**config.mk**
```make
export PLATFORM = sky130hd
export DESIGN_NAME = video_timing_arb_flat
export DESIGN_NICKNAME = d
export VERILOG_FILES = /design/src/rtl/video_timing_arb_if.sv /design/src/rtl/video_timing_arb.sv /design/src/flat_wrapper.sv
export SDC_FILE = /design/constraint.sdc
export NUM_CORES = 1
export LEC_CHECK = 0
export BUFFER_PORTS_ARGS = -buffer_cell sky130_fd_sc_hd__buf_2
export CORE_MARGIN = 5
export CORE_UTILIZATION = 43
export CTS_BUF_LIST = sky130_fd_sc_hd__clkbuf_8
export CTS_CLUSTER_DIAMETER = 80
export DETAILED_ROUTE_END_ITERATION = 10
export PLACE_DENSITY = 0.61
export SETUP_SLACK_MARGIN = 0.1
export SYNTH_ARGS = -nofsm -noshare
export SYNTH_HDL_FRONTEND = slang
export SYNTH_SLANG_ARGS = --single-unit
```
**constraint.sdc**
```tcl
create_clock -name clk -period 2.4 [get_ports clk]
set_input_delay 0.24 -clock clk [delete_from_list [all_inputs] [get_ports clk]]
set_output_delay 0.24 -clock clk [all_outputs]
set_load 0.02 [all_outputs]
```
**src/rtl/video_timing_arb_if.sv**
```systemverilog
// Pixel-side bus of the raster timing generator / VRAM slot arbiter.
// The master modport is the generator, the slave modport is the consumer/CPU side.
interface video_timing_arb_if #(
  parameter int unsigned CntW = 9
) ();
  logic            ce;
  logic            cpu_req;
  logic [CntW-1:0] hcnt;
  logic [CntW-1:0] vcnt;
  logic            hsync_n;
  logic            vsync_n;
  logic            hblank;
  logic            vblank;
  logic            ab;
  logic            cpu_ack;
  logic            cpu_wait;

  modport master (
    input  ce,
    input  cpu_req,
    output hcnt,
    output vcnt,
    output hsync_n,
    output vsync_n,
    output hblank,
    output vblank,
    output ab,
    output cpu_ack,
    output cpu_wait
  );

  modport slave (
    output ce,
    output cpu_req,
    input  hcnt,
    input  vcnt,
    input  hsync_n,
    input  vsync_n,
    input  hblank,
    input  vblank,
    input  ab,
    input  cpu_ack,
    input  cpu_wait
  );
endinterface

```
**src/rtl/video_timing_arb.sv**
```systemverilog
// Raster timing generator with a one-slot-per-request CPU/video VRAM arbiter.
// Syncs, blanks and the slot grant are decoded from the next count so they line up with it.
module video_timing_arb #(
  parameter int unsigned CntW    = 9,
  parameter int unsigned HTotal  = 384,
  parameter int unsigned HActive = 256,
  parameter int unsigned HsStart = 288,
  parameter int unsigned HsEnd   = 320,
  parameter int unsigned VTotal  = 264,
  parameter int unsigned VActive = 240,
  parameter int unsigned VsStart = 244,
  parameter int unsigned VsEnd   = 248
) (
  input  logic                clk,
  input  logic                rst,
  video_timing_arb_if.master  bus
);

  localparam logic [CntW-1:0] HLast    = CntW'(HTotal - 1);
  localparam logic [CntW-1:0] VLast    = CntW'(VTotal - 1);
  localparam logic [CntW-1:0] HActiveC = CntW'(HActive);
  localparam logic [CntW-1:0] HsStartC = CntW'(HsStart);
  localparam logic [CntW-1:0] HsEndC   = CntW'(HsEnd);
  localparam logic [CntW-1:0] VActiveC = CntW'(VActive);
  localparam logic [CntW-1:0] VsStartC = CntW'(VsStart);
  localparam logic [CntW-1:0] VsEndC   = CntW'(VsEnd);

  typedef enum logic [1:0] {
    StIdle,
    StWait,
    StAccess,
    StDone
  } state_e;

  logic [CntW-1:0] hcnt_q, hcnt_d;
  logic [CntW-1:0] vcnt_q, vcnt_d;
  logic            hsync_n_q, hsync_n_d;
  logic            vsync_n_q, vsync_n_d;
  logic            hblank_q, hblank_d;
  logic            vblank_q, vblank_d;
  logic            ab_q, ack_q;
  logic            grant_d;
  logic            slot_win;
  state_e          state_q, state_d;

  // Next raster position; only meaningful on a tick.
  always_comb begin
    hcnt_d = hcnt_q + 1'b1;
    vcnt_d = vcnt_q;
    if (hcnt_q == HLast) begin
      hcnt_d = '0;
      if (vcnt_q == VLast) begin
        vcnt_d = '0;
      end else begin
        vcnt_d = vcnt_q + 1'b1;
      end
    end
  end

  always_comb begin
    hblank_d  = (hcnt_d >= HActiveC);
    vblank_d  = (vcnt_d >= VActiveC);
    hsync_n_d = !((hcnt_d >= HsStartC) && (hcnt_d < HsEndC));
    vsync_n_d = !((vcnt_d >= VsStartC) && (vcnt_d < VsEndC));
  end

  // The CPU may take any blanked slot, plus every fourth active pixel.
  assign slot_win = hblank_d | vblank_d | (hcnt_d[1:0] == 2'b11);

  always_comb begin
    state_d = state_q;
    if (bus.ce) begin
      unique case (state_q)
        StIdle: begin
          if (bus.cpu_req) begin
            state_d = slot_win ? StAccess : StWait;
          end
        end
        StWait: begin
          if (!bus.cpu_req) begin
            state_d = StIdle;
          end else if (slot_win) begin
            state_d = StAccess;
          end
        end
        StAccess: begin
          state_d = StDone;
        end
        StDone: begin
          if (!bus.cpu_req) begin
            state_d = StIdle;
          end
        end
        default: begin
          state_d = StIdle;
        end
      endcase
    end
  end

  assign grant_d = (state_d == StAccess);

  always_ff @(posedge clk) begin
    if (rst) begin
      hcnt_q    <= '0;
      vcnt_q    <= '0;
      hsync_n_q <= 1'b1;
      vsync_n_q <= 1'b1;
      hblank_q  <= 1'b0;
      vblank_q  <= 1'b0;
      ab_q      <= 1'b0;
      ack_q     <= 1'b0;
      state_q   <= StIdle;
    end else if (bus.ce) begin
      hcnt_q    <= hcnt_d;
      vcnt_q    <= vcnt_d;
      hsync_n_q <= hsync_n_d;
      vsync_n_q <= vsync_n_d;
      hblank_q  <= hblank_d;
      vblank_q  <= vblank_d;
      ab_q      <= grant_d;
      ack_q     <= grant_d;
      state_q   <= state_d;
    end
  end

  assign bus.hcnt     = hcnt_q;
  assign bus.vcnt     = vcnt_q;
  assign bus.hsync_n  = hsync_n_q;
  assign bus.vsync_n  = vsync_n_q;
  assign bus.hblank   = hblank_q;
  assign bus.vblank   = vblank_q;
  assign bus.ab       = ab_q;
  assign bus.cpu_ack  = ack_q;
  // Wait is combinational so the CPU stalls in the same cycle it raises REQ.
  assign bus.cpu_wait = bus.cpu_req & ((state_q == StIdle) | (state_q == StWait));

endmodule
```
**src/flat_wrapper.sv**
```systemverilog
// flat-port wrapper written by rule: the top's interface ports become plain ports
module video_timing_arb_flat 
#(
  parameter int unsigned CntW    = 9,
  parameter int unsigned HTotal  = 384,
  parameter int unsigned HActive = 256,
  parameter int unsigned HsStart = 288,
  parameter int unsigned HsEnd   = 320,
  parameter int unsigned VTotal  = 264,
  parameter int unsigned VActive = 240,
  parameter int unsigned VsStart = 244,
  parameter int unsigned VsEnd   = 248
)
  (clk, rst, bus_ce, bus_cpu_req, bus_hcnt, bus_vcnt, bus_hsync_n, bus_vsync_n, bus_hblank, bus_vblank, bus_ab, bus_cpu_ack, bus_cpu_wait);
  video_timing_arb_if #(.CntW(CntW)) bus_i ();
  input  logic clk;
  input  logic rst;
  input wire logic [$bits(bus_i.ce)-1:0] bus_ce;
  input wire logic [$bits(bus_i.cpu_req)-1:0] bus_cpu_req;
  output wire logic [$bits(bus_i.hcnt)-1:0] bus_hcnt;
  output wire logic [$bits(bus_i.vcnt)-1:0] bus_vcnt;
  output wire logic [$bits(bus_i.hsync_n)-1:0] bus_hsync_n;
  output wire logic [$bits(bus_i.vsync_n)-1:0] bus_vsync_n;
  output wire logic [$bits(bus_i.hblank)-1:0] bus_hblank;
  output wire logic [$bits(bus_i.vblank)-1:0] bus_vblank;
  output wire logic [$bits(bus_i.ab)-1:0] bus_ab;
  output wire logic [$bits(bus_i.cpu_ack)-1:0] bus_cpu_ack;
  output wire logic [$bits(bus_i.cpu_wait)-1:0] bus_cpu_wait;
  assign bus_i.ce = bus_ce;
  assign bus_i.cpu_req = bus_cpu_req;
  assign bus_hcnt = bus_i.hcnt;
  assign bus_vcnt = bus_i.vcnt;
  assign bus_hsync_n = bus_i.hsync_n;
  assign bus_vsync_n = bus_i.vsync_n;
  assign bus_hblank = bus_i.hblank;
  assign bus_vblank = bus_i.vblank;
  assign bus_ab = bus_i.ab;
  assign bus_cpu_ack = bus_i.cpu_ack;
  assign bus_cpu_wait = bus_i.cpu_wait;
  video_timing_arb #(.CntW(CntW), .HTotal(HTotal), .HActive(HActive), .HsStart(HsStart), .HsEnd(HsEnd), .VTotal(VTotal), .VActive(VActive), .VsStart(VsStart), .VsEnd(VsEnd)) u_core (.clk(clk), .rst(rst), .bus(bus_i));
endmodule
```
==> flow_metrics.py <==
metrics = {
    "power_and_ir_drop": {
        "power_density_mw_per_mm2": 468,
        "leakage_uw": 0.000636,
        "p_clk_frac": 0.326,
        "power.internal_uw": 564,
        "switching_share": 0.250,
        "power.share.combinational": 0.098,
        "seqPwrFrac": 0.577,
        "vdd_drop_max_mv": 0.228,
        "switching_power_uw": 188,
    },
    "critical_path": {
        "cp.required_ns": 2.53,
        "rrSetupSlack_ns": 0.33,
        "critPathKind": "reg -> reg",
        "reg2reg_to": "u_core.bus.cpu_ack",
        "crit_arrival_ns": 2.20,
        "ff2ff_path_depth": 7,
        "critPathLaunchType": "register",
        "rr_startpoint": "u_core.bus.vcnt[0]",
        "cp_max_fo": 9,
        "cp-end-kind": "register",
    },
    "layout": {
        "drive_gt1_frac": 0.216,
        "final_core_util": 0.517,
        "final_cell_area_mm2": 0.00161,
        "area_growth_pct": 13.0,
        "diodes": 0,
        "nets": 201,
    },
    "yosys": {
        "synth-edff-count": 0,
        "synth-xor-area-share": 0.0493,
        "synth_area_leaders": "dfxtp_1 (35%), nor2_1 (5.6%), a21oi_1 (4.6%), nand3_1 (4.2%), nand2_1 (3.2%)",
        "ys_ff_latch": 25,
        "synth_top_family_by_area": "simple AND/OR/NAND/NOR gates",
        "ys_top_cells_by_count": "dfxtp_1 (25), nor2_1 (21), a21oi_1 (13), nand2_1 (12), nand3_1 (12)",
        "yosysTopAreaCellShare": 0.352,
        "synth-async-reset-ratio": 0,
        "ys_seq_area_frac": 0.352,
        "yosysMostFrequentCell": "dfxtp_1",
        "synth_area_per_cell_um2": 8.21,
        "synth_compound_area_frac": 0.195,
        "yosys-mux-area-fraction": 0.0211,
        "synth-adder-area-share": 0.0176,
        "ys.flop_type": "dfxtp_1",
        "synth_area_leader_cell": "dfxtp_1",
        "ys_warn_count": 0,
        "synth_cell_types": 50,
        "synth-simple-area-share": 0.315,
        "syn-cell-area_mm2": 0.00142,
        "synth_nets": 179,
        "syn_inst": 173,
    },
    "grt": {
        "first_global_vias": 1239,
        "overflow": 0,
        "grt.total_usage": 0.157,
        "grt_pass1_wl_mm": 5.61,
        "grt_start_max_net_pins": 33,
        "grt_antenna_before_repair": 0,
    },
    "cts": {
        "root_buffer": "clkbuf_8",
        "hold_buffers": 0,
        "post-cts-setup-buffers": 0,
        "numCtsBuffers": 3,
        "h-tree-depth": 1,
        "clkSlewWorstSetupHoldPaths_ns": 0.08,
        "clkLatencyLatePin_ns": 0.26,
        "cts_max_path_buffers": 2,
        "postCtsResizedCells": 0,
        "cts_tree": "done",
        "clkSinkCount": 25,
    },
    "min_path": {
        "min_path_cells": 3,
        "hp-class": "in -> reg",
        "worstHoldStart": "bus_cpu_req",
        "hold_path_end": "u_core.state_q[1]",
    },
    "run_status": {
        "status": "complete, no violations",
    },
    "die": {
        "rows": 20,
        "fp.dieH_um": 67.5,
        "die-area_mm2": 0.00455,
        "io_pins": 29,
        "dieWidth_um": 67.5,
        "initial_core_util": 0.458,
        "fp.coreArea_mm2": 0.00310,
    },
    "route": {
        "finalWirelength_mm": 3.30,
        "remaining_drc_errors": 0,
        "dr.first_iter.drc_count": 71,
        "ant_nets": 0,
        "firstDrtPassIters": 4,
        "viasPerCell": 5.51,
        "vias": 1311,
        "post_drt_wl_per_cell_um": 13.9,
    },
    "place": {
        "place_congestion": 0.844,
        "hpwl_mm": 2.33,
        "placed_cell_area_mm2": 0.00156,
        "io_buffer_count": 28,
    },
    "sta": {
        "skew_ns": 0.00319,
        "max_freq_mhz": 483,
        "period_needed_ns": 2.07,
        "setup_viol": 0,
        "worst_slew_pin_slew_ns": 0.554,
        "tns_ns": 0,
        "max_slew_margin": 0.630,
        "rsz0062_at_grt": "false",
        "fin_crit_sh": 0.862,
        "slew_viol_final": 0,
        "hold_viol": 0,
    },
    "flow_run": {
        "maxCapViolCount": 0,
    },
}
==> worst max-delay path by stage <==
stage / slack [ns] / end / start / depth (start not counted)
floorplan: 0.36 / u_core.bus.vsync_n / u_core.bus.vcnt[0] / 8
global placement: 0.47 / u_core.bus.cpu_ack / u_core.bus.vcnt[0] / 7
detailed placement: 0.36 / u_core.bus.cpu_ack / u_core.bus.vcnt[0] / 7
CTS: 0.34 / u_core.bus.cpu_ack / u_core.bus.vcnt[0] / 7
global route: 0.17 / u_core.bus.cpu_ack / u_core.bus.vcnt[0] / 7
finish: 0.33 / u_core.bus.cpu_ack / u_core.bus.vcnt[0] / 7
==> registers in the layout, indices dropped and copies added, names as in the netlist <==
register,cells
u_core.bus.cpu_ack,1
u_core.bus.vblank,1
u_core.bus.hsync_n,1
u_core.state_q,2
u_core.bus.vsync_n,1
u_core.bus.hblank,1
u_core.bus.vcnt,9
u_core.bus.hcnt,9
==> placed cells by master (no fill, tap or decap), types with 4 or more instances in the layout <==
cell and instances:
buf_2 28, nor2_1 21, and3_1 4, nand2_1 12, dfxtp_1 25, o21ai_0 8, xor2_1 5, inv_1 5
nand4_1 4, a21oi_1 13, nand3_1 12
==> critical path, cell delays in order, from the launching register on <==
cell	delay, ns
dfxtp_1	0.47
ha_1	0.39
and4bb_2	0.29
nand2_1	0.09
a21o_1	0.22
o2bb2ai_2	0.13
a21oi_1	0.22
o32ai_1	0.13
==> power by group through the flow <==
| stage | Sequential (uW) | Combinational [uW] | Clock, uW |
|---|---|---|---|
| after floorplan | 450 | 46.9 | 0 |
| after global placement | 443 | 73.3 | 0 |
| after detailed placement | 443 | 73.4 | 0 |
| after CTS | 434 | 74.1 | 258 |
| after global routing | 436 | 82.1 | 273 |
| final | 434 | 73.5 | 245 |
==> cell type report <==
type | instances | area, um2
inverter | 4 | 15.0
timing repair buffer | 28 | 140
clock buffer | 3 | 41.3
multi-input combinational | 133 | 850
sequential | 25 | 500
clock inverter | 1 | 3.75
fill | 354 | 1500
tap | 44 | 55.1
==> stage by stage <==
stage          cells  hold WS, ns  worst slack [ns]  power [uW]
2_1_floorplan    173        0.442             0.362         497
3_3_place_gp     234        0.472             0.473         516
3_5_place_dp     234        0.477             0.364         517
4_1_cts          238        0.310             0.343         765
5_1_grt          238        0.337             0.171         791
6_report         238        0.326             0.330         752
==> kinds of logic after synthesis <==
kind of cell,Yosys count
AOI/OAI and AO/OA,40
xor gates and xnor gates,8
adders and majority gates,2
buffers and inverters,15
DFF,25
muxes,3
and+or+nand+nor,80
==> per-layer routing <==
| layer | track usage | routed length [um] | up-vias |
|---|---|---|---|
| li1 | - | - | 665 |
| met1 | 0.202 | 1560 | 623 |
| met2 | 0.270 | 1600 | 21 |
| met3 | 0.0200 | 116 | 2 |
| met4 | 0.0456 | 19 | 0 |
| met5 | 0 | 0 | - |
No activity file was read; power rests on OpenSTA's default activity.
